`src/rtl/instr_encoder_loader.sv`:
```
// instr_encoder_loader: encodes RV32I instruction descriptors and writes them
// sequentially into instruction memory while holding the core in reset.
module instr_encoder_loader #(
    parameter int unsigned DEPTH = 64,
    parameter int unsigned AW    = 6
) (
    input  logic          clk,
    input  logic          rst,
    input  logic          start,
    input  logic          invalid,
    output logic          inready,
    input  logic [2:0]    cls,
    input  logic [4:0]    rd,
    input  logic [4:0]    rs1,
    input  logic [4:0]    rs2,
    input  logic [2:0]    funct3,
    input  logic [6:0]    funct7,
    input  logic [31:0]   imm,
    input  logic          last,
    output logic          memwe,
    output logic [AW-1:0] memaddr,
    output logic [31:0]   memwdata,
    output logic          corehold,
    output logic          done,
    output logic          err,
    output logic [AW:0]   count
);

    localparam int unsigned CW = AW + 1;

    localparam logic [6:0] OP_R      = 7'b0110011;
    localparam logic [6:0] OP_I      = 7'b0010011;
    localparam logic [6:0] OP_LOAD   = 7'b0000011;
    localparam logic [6:0] OP_STORE  = 7'b0100011;
    localparam logic [6:0] OP_BRANCH = 7'b1100011;
    localparam logic [6:0] OP_JAL    = 7'b1101111;
    localparam logic [6:0] OP_JALR   = 7'b1100111;

    typedef enum logic [2:0] {
        S_IDLE  = 3'd0,
        S_LOAD  = 3'd1,
        S_WRITE = 3'd2,
        S_DONE  = 3'd3,
        S_ERR   = 3'd4
    } state_t;

    state_t          state_q, state_d;
    logic [CW-1:0]   count_q, count_d;
    logic            err_q, err_d;
    logic            done_q, done_d;
    logic            corehold_q, corehold_d;
    logic            inready_q, inready_d;
    logic            memwe_q, memwe_d;
    logic [AW-1:0]   memaddr_q, memaddr_d;
    logic [31:0]     memwdata_q, memwdata_d;
    logic            last_q, last_d;

    logic [31:0]     enc_word;
    logic            enc_bad;
    logic            unused_imm_hi;

    // Upper immediate bits beyond any field width are intentionally dropped.
    assign unused_imm_hi = ^imm[31:21];

    // Combinational encoder: descriptor fields to instruction word plus class error.
    always_comb begin
        enc_word = 32'd0;
        enc_bad  = 1'b0;
        case (cls)
            3'd0: enc_word = {funct7, rs2, rs1, funct3, rd, OP_R};
            3'd1: enc_word = {imm[11:0], rs1, funct3, rd, OP_I};
            3'd2: enc_word = {imm[11:0], rs1, funct3, rd, OP_LOAD};
            3'd3: enc_word = {imm[11:5], rs2, rs1, funct3, imm[4:0], OP_STORE};
            3'd4: begin
                enc_word = {imm[12], imm[10:5], rs2, rs1, funct3, imm[4:1], imm[11], OP_BRANCH};
                enc_bad  = imm[0];
            end
            3'd5: begin
                enc_word = {imm[20], imm[10:1], imm[11], imm[19:12], rd, OP_JAL};
                enc_bad  = imm[0];
            end
            3'd6: enc_word = {imm[11:0], rs1, 3'b000, rd, OP_JALR};
            default: enc_bad = 1'b1;
        endcase
    end

    // Next-state and registered-output logic for the load session.
    always_comb begin
        state_d    = state_q;
        count_d    = count_q;
        err_d      = err_q;
        done_d     = done_q;
        corehold_d = corehold_q;
        memwe_d    = 1'b0;
        memaddr_d  = memaddr_q;
        memwdata_d = memwdata_q;
        last_d     = last_q;
        case (state_q)
            S_IDLE, S_DONE, S_ERR: begin
                if (start) begin
                    state_d    = S_LOAD;
                    count_d    = '0;
                    err_d      = 1'b0;
                    done_d     = 1'b0;
                    corehold_d = 1'b1;
                end
            end
            S_LOAD: begin
                if (invalid && inready_q) begin
                    if (enc_bad || (count_q == CW'(DEPTH))) begin
                        state_d = S_ERR;
                        err_d   = 1'b1;
                    end else begin
                        state_d    = S_WRITE;
                        memwe_d    = 1'b1;
                        memaddr_d  = count_q[AW-1:0];
                        memwdata_d = enc_word;
                        last_d     = last;
                    end
                end
            end
            S_WRITE: begin
                count_d = count_q + CW'(1);
                if (last_q) begin
                    state_d    = S_DONE;
                    done_d     = 1'b1;
                    corehold_d = 1'b0;
                end else begin
                    state_d = S_LOAD;
                end
            end
            default: state_d = S_IDLE;
        endcase
        inready_d = (state_d == S_LOAD);
    end

    // State and output registers with synchronous reset.
    always_ff @(posedge clk) begin
        if (rst) begin
            state_q    <= S_IDLE;
            count_q    <= '0;
            err_q      <= 1'b0;
            done_q     <= 1'b0;
            corehold_q <= 1'b1;
            inready_q  <= 1'b0;
            memwe_q    <= 1'b0;
            memaddr_q  <= '0;
            memwdata_q <= 32'd0;
            last_q     <= 1'b0;
        end else begin
            state_q    <= state_d;
            count_q    <= count_d;
            err_q      <= err_d;
            done_q     <= done_d;
            corehold_q <= corehold_d;
            inready_q  <= inready_d;
            memwe_q    <= memwe_d;
            memaddr_q  <= memaddr_d;
            memwdata_q <= memwdata_d;
            last_q     <= last_d;
        end
    end

    assign inready  = inready_q;
    assign memwe    = memwe_q;
    assign memaddr  = memaddr_q;
    assign memwdata = memwdata_q;
    assign corehold = corehold_q;
    assign done     = done_q;
    assign err      = err_q;
    assign count    = count_q;

endmodule

```
`config.mk`:
```
export PLATFORM = sky130hd
export DESIGN_NAME = instr_encoder_loader
export DESIGN_NICKNAME = d
export VERILOG_FILES = /design/src/rtl/instr_encoder_loader.sv
export SDC_FILE = /design/constraint.sdc
export NUM_CORES = 1
export LEC_CHECK = 0
export BUFFER_PORTS_ARGS = -buffer_cell sky130_fd_sc_hd__buf_2
export CORE_MARGIN = 5
export CORE_UTILIZATION = 30
export DETAILED_ROUTE_END_ITERATION = 7
export GPL_ROUTABILITY_DRIVEN = 0
export SLEW_MARGIN = 20
export SYNTH_ARGS = -nofsm -noshare
export SYNTH_HDL_FRONTEND = slang
export SYNTH_SLANG_ARGS = --single-unit
```
`constraint.sdc`:
```
create_clock -name clk -period 1.8 [get_ports clk]
set_input_delay 0.18 -clock clk [delete_from_list [all_inputs] [get_ports clk]]
set_output_delay 0.18 -clock clk [all_outputs]
set_load 0.02 [all_outputs]
```
==> results of run 1 <==
-- layer usage --
layer  GRT usage (%)  vias to the layer above  routed length (um)
li1                -                     1532                   -
met1            21.1                     1441                4120
met2            24.6                       92                4420
met3            3.85                       12                 610
met4            5.88                        0                 167
met5               0                        -                   0
-- power by group --
part	internal [mW]	switching, mW	total (mW)
Sequential	1.19	0.0138	1.21
Combinational	0.187	0.262	0.450
Clock	0.313	0.419	0.732
-- cell families after synthesis --
kind of cell,after synthesis,synth area share (%)
AO/OA/AOI/OAI,135,30.8
AND/OR/NAND/NOR,110,21.8
flip-flops,53,36.0
buffers and inverters,40,6.28
multiplexers,8,3.14
XOR/XNOR,4,1.19
adder cells (fa/ha/maj),2,0.848
-- sequential cells by signal, indices dropped and copies added, names as in the netlist --
| name | flops |
|---|---|
| err | 1 |
| inready | 1 |
| last_q | 1 |
| memwdata | 31 |
| count | 7 |
| done | 1 |
| memaddr | 6 |
| corehold | 1 |
| memwe | 1 |
| state_q | 3 |
-- area by class of cell --
class	instances	area [um2]	area share (%)
Clock inverter	2	13.8	0.358
Timing Repair Buffer	135	785	20.4
Sequential cell	53	1060	27.6
Multi-Input combinational cell	259	1710	44.5
Tap cell	133	166	4.33
Inverter	7	26.3	0.683
Clock buffer	6	82.6	2.15
-- through the flow --
stage          hold WS, ps  power, mW  setup slack, ps  cells
2_1_floorplan          328       1.50             50.1    352
3_3_place_gp           430       1.68              122    587
3_5_place_dp           441       1.68             97.5    587
4_1_cts                108       2.42             79.1    595
5_1_grt                114       2.53             16.4    595
6_report               119       2.39             88.3    595
-- worst paths after layout --
check / to / slack (ps) / cells after the start / startpoint
worst max-delay path: memwdata[4] / 90 / 4 / state_q[1]
worst min-delay path: last_q / 120 / 3 / last
worst max register to register: memwdata[4] / 90 / 4 / state_q[1]
worst min register to register: corehold / 450 / 2 / corehold
-- critical path: stages (launching register included) --
cell,delay (ps)
dfxtp_1,380
nand2b_4,180
or3_4,470
or4_1,490
a21oi_1,120
-- cell usage after synthesis, types with 2 or more instances --
master,count
a211oi_1,16
a2111o_1,4
buf_2,10
o2111ai_1,5
clkbuf_1,16
nor2_1,10
mux2_1,6
xnor2_1,2
nor3_1,4
ha_1,2
nand3_1,18
a31o_2,2
o21ai_1,13
o21ai_0,9
and3_1,2
a31oi_1,4
a21oi_1,49
buf_4,4
buf_1,2
o21a_1,4
nand4_1,5
inv_1,7
a22oi_1,7
nand2_1,19
o221ai_1,6
nor2b_1,20
xor2_1,2
nand2b_1,6
a21o_1,2
nor3b_1,8
nand3b_1,5
o221a_2,5
dfxtp_1,53
-- timing repair --
action / CTS / global route
resized for setup: 0 / 1
endpoints found under the hold margin: 0 / 0
hold buffers: 0 / 0
setup endpoints to repair: 0 / 2
==> key figures, run 1 <==
STA
  • Final hold violation count: 0
  • RSZ-0062 raised after global routing: no
  • Rel. slew slack: 72.0%
  • Fmax: 0.584 GHz
  • Crit share post-route: 95.1%
  • Slew @ Worst Pin: 419 ps
  • Final setup violation count: 0
  • Setup_tns: 0 ps
  • Setup Skew: 6.48 ps
  • Slew Limit Fails: 0
  • Clock period minus worst slack: 1710 ps

Floorplan
  • Chip Height: 109 um
  • Die width: 109 um
  • Ports: 115
  • Die area: 11900 um2
  • Std-Cell Rows: 36
  • Core ar.: 9680 um2
  • Initial Util: 30.5%

Detailed routing
  • Drt total wl: 9320 um
  • Vias: 3077
  • DRC violation count after routing: 0
  • Detail Route Antenna Nets: 0
  • Routed vias/inst: 5.17
  • DR WL/cell: 15.7 um
  • First-pass detailed-route iteration total: 5
  • DRT iter0 DRCs: 175

Finish
  • Design area: 3850 um2
  • P&R area growth vs syn: 30.4%
  • Commonest cells after routing, fill and taps aside: buf_2, dfxtp_1, a21oi_1, buf_4, nor2b_1
  • Fin nets: 528
  • Fillers: 993
  • Commonest non-fill, non-tap cell in the layout: buf_2
  • Layout cell share with drive strength beyond 1: 34.8%
  • Final core area utilization: 39.7%
  • Antenna cells: 0

GRT
  • Grt total ovfl: 0
  • Largest net degree at the start of global routing: 31
  • Vias in the first global route: 2986
  • Initial antenna violation count: 0
  • Total track usage: 15.8%
  • First-pass GRT wire length: 15000 um

Run status
  • Status: completed

Power and ir drop
  • Pwr dens: 621 nW/um2
  • Static Leak: 1.60 nW
  • Max VDD drop: 0.000310 V

Clocking
  • CTS Buf Count: 5
  • Clock sinks: 53
  • Worst-Skew Late Latency: 310 ps
  • Root Buffer: clkbuf_8
  • CTS tree: done
  • Post-CTS setup buffer count: 0
  • CTS H-tree depth: 2
  • Clock Pin Slew Worst Setup and Hold Paths: 100 ps
  • CTS Buffer Depth: 2

Placed design
  • Hpwl dp: 6990 um
  • Dpl cell area: 3750 um2
  • I/O Buffers: 103

Synth
  • Post-Syn Nets: 419
  • Count of state elements after synthesis: 53
  • Post-synth top area share: 36.0%
  • Largest cells by area after synthesis: dfxtp_1, a21oi_1, nor2b_1, a211oi_1, nand3_1
  • Main flop type after synthesis: dfxtp_1
  • Async set-reset flop share out of synthesis: 0%
  • Yosys top cell by area: dfxtp_1
  • Synth unique cells: 58
  • Post-Syn Area: 2950 um2
  • Post-synthesis sequential area ratio: 36.0%
  • Syn Area/Cell: 8.38 um2
  • Count of flip-flops with a built-in enable after synthesis: 0
  • YS warnings: 0
  • Synthesized netlist cell count: 352

Worst setup path
  • Arr. time, crit path: 1960 ps
  • Setup crit start kind: flop
  • WS Path Type: flop to flop
  • Worst setup EP type: flop
  • Crit path required time: 2050 ps
  • Crit-path max FO: 16

Hold path
  • Worst hold path class: input port to flop

Flow run
  • Number of max-cap violations: 0
(Power assumes the default switching activity.)
==> run 2, diff against run 1 <==
ABC_AREA = 1   (was not set)
==> key figures, run 2 <==
STA
  • Setup Skew: 5.74 ps
  • Slew @ Worst Pin: 506 ps
  • Final setup violation count: 0
  • Final hold violation count: 0
  • Rel. slew slack: 66.1%
  • Slew Limit Fails: 0
  • Clock period minus worst slack: 1550 ps
  • Crit share post-route: 86.0%
  • Setup WS post-layout: 253 ps
  • Fmax: 0.646 GHz
  • RSZ-0062 raised after global routing: no
  • Setup_tns: 0 ps

Worst setup path
  • Crit path required time: 2030 ps
  • Crit path cell chain: inv_1, ha_1, nand2_1, inv_1, nand3_1, nand3_1, buf_4, nand2_1, a21oi_1
  • WS Path Type: flop to flop
  • CP peak stage delay: 400 ps
  • Worst r2r dst: memwdata[19]
  • Reg-to-reg slack, setup: 250 ps
  • Crit-path max FO: 40
  • Setup crit start kind: flop
  • Worst setup EP type: flop
  • R2R depth: 9
  • Arr. time, crit path: 1780 ps
  • CP bufs+invs: 3
  • CP delay by family, top: buffers and inverters
  • Critical R2R Launch: count[0]
  • Worst path slowest cell: buf_4

Synth
  • Post-Syn Nets: 439
  • XOR/XNOR share of the synthesized area: 0.710%
  • Synth Area in Adders: 1.01%
  • Main combinational cell family by area after synthesis: simple AND/OR/NAND/NOR gates
  • Async set-reset flop share out of synthesis: 0%
  • Synth unique cells: 23
  • Post-synthesis sequential area ratio: 43.0%
  • Syn Area/Cell: 6.64 um2
  • Post-synthesis mux area share: 0%
  • Yosys top cell by area: dfxtp_1
  • Largest cells by area after synthesis: dfxtp_1, nand2_1, nand3_1, a21oi_1, inv_1
  • Most frequent cells after synthesis: nand2_1, dfxtp_1, nand3_1
  • Post-synth top area share: 43.0%
  • Count of state elements after synthesis: 53
  • Count leader, synth: nand2_1
  • Synthesized netlist cell count: 372
  • Main flop type after synthesis: dfxtp_1
  • YS warnings: 0
  • Post-Syn Area: 2470 um2
  • Count of flip-flops with a built-in enable after synthesis: 0
  • Simple-gate portion of the synthesized area: 35.6%
  • Synth Area in Compound Gates: 11.4%

GRT
  • Grt total ovfl: 0
  • Vias in the first global route: 2515
  • Initial antenna violation count: 0
  • GR peak layer: met2
  • M1 GR Usage: 19.2%
  • First-pass GRT wire length: 12100 um
  • Total track usage: 14.7%
  • Largest net degree at the start of global routing: 41
  • Routing usage on met3: 2.77%
  • M2 GR Usage: 23.9%

Finish
  • Commonest cells after routing, fill and taps aside: nand2_1, buf_2, dfxtp_1, nand3_1, a21oi_1
  • Antenna cells: 0
  • Final core area utilization: 39.6%
  • Design area: 3220 um2
  • Commonest non-fill, non-tap cell in the layout: nand2_1
  • Fin nets: 544
  • Max reg flops: 31
  • Layout cell share with drive strength beyond 1: 26.8%
  • P&R area growth vs syn: 30.4%

Floorplan
  • Core ar.: 8130 um2
  • Die area: 10100 um2
  • Std-Cell Rows: 33
  • Chip Height: 101 um
  • Ports: 115
  • Die width: 101 um
  • Initial Util: 30.3%

Detailed routing
  • Drt total wl: 7330 um
  • Detail Route Antenna Nets: 0
  • Vias: 2652
  • DR WL/cell: 12.6 um
  • DRT iter0 DRCs: 173
  • First-pass detailed-route iteration total: 5
  • Routed vias/inst: 4.55
  • DRC violation count after routing: 0

Power and ir drop
  • Static Leak: 1.61 nW
  • Max VDD drop: 0.000315 V
  • Pwr dens: 693 nW/um2

Clocking
  • Clock Pin Slew Worst Setup and Hold Paths: 90 ps
  • CTS Buffer Depth: 2
  • # hold bufs at CTS: 0
  • CTS Buf Count: 5
  • Clock sinks: 53
  • Worst-Skew Late Latency: 300 ps
  • Root Buffer: clkbuf_8
  • CTS H-tree depth: 2
  • Post-CTS setup buffer count: 0
  • Post-CTS sizing: 0
  • CTS tree: done

Hold path
  • Worst hold path class: input port to flop
  • Worst hold path startpoint: last
  • Hold EP: last_q
  • Worst Hold Depth: 3

Placed design
  • I/O Buffers: 103
  • Dpl cell area: 3120 um2
  • Hpwl dp: 5630 um
  • Post-Place Setup Slack: 231 ps

Flow run
  • Number of max-cap violations: 0

Run status
  • Status: completed
[run 2: worst max path at each step]
stage	cells after the start	startpoint	slack [ps]	to
2_1_floorplan	11	count[0]	190	memwdata[10]
5_1_grt	9	count[0]	10	memwdata[2]
3_5_place_dp	9	count[0]	230	inready
6_report	9	count[0]	250	memwdata[19]
3_3_place_gp	9	count[0]	260	inready
4_1_cts	9	count[0]	190	inready
[run 2: cells by family (layout without fill, tap and decap cells)]
family          count (synthesis)  count (layout)
simple gates                  214             214
compound gates                 55              55
fa+ha+maj                       2               2
flops                          53              53
buf+inv                        46             152
xor+xnor                        2               2
[run 2: through the flow]
stage | hold slack, ps | total power [mW] | std cells
5_1_grt | 133 | 2.37 | 583
3_5_place_dp | 442 | 1.54 | 575
2_1_floorplan | 324 | 1.41 | 372
3_3_place_gp | 444 | 1.54 | 575
4_1_cts | 126 | 2.28 | 583
6_report | 139 | 2.23 | 583
[run 2: cell type report]
cell class,instances,area (um2)
well taps,105,131
fillers,878,4920
flip-flops and latches,53,1060
repair buffers,117,621
clock inverters,1,5.00
clock buffers,7,96.3
multi-input cells,273,1200
inverters,27,101
[run 2: routing by layer]
metal | share of wire, % | wire (um)
met3 | 5.1 | 375
met1 | 46 | 3360
met5 | 0 | 0
met4 | 2.6 | 193
met2 | 46 | 3400
[run 2: power breakdown]
group / internal, mW / switching, mW / leakage (nW) / total [mW]
clock network: 0.348 / 0.372 / 0.0542 / 0.720
logic: 0.118 / 0.188 / 1.13 / 0.305
registers: 1.19 / 0.0120 / 0.428 / 1.21
[run 2: worst min-delay path: cells and delay by family]
family | cells | cell delay, ps
compound gates | 1 | 50
buf+inv | 1 | 100
simple gates | 1 | 60
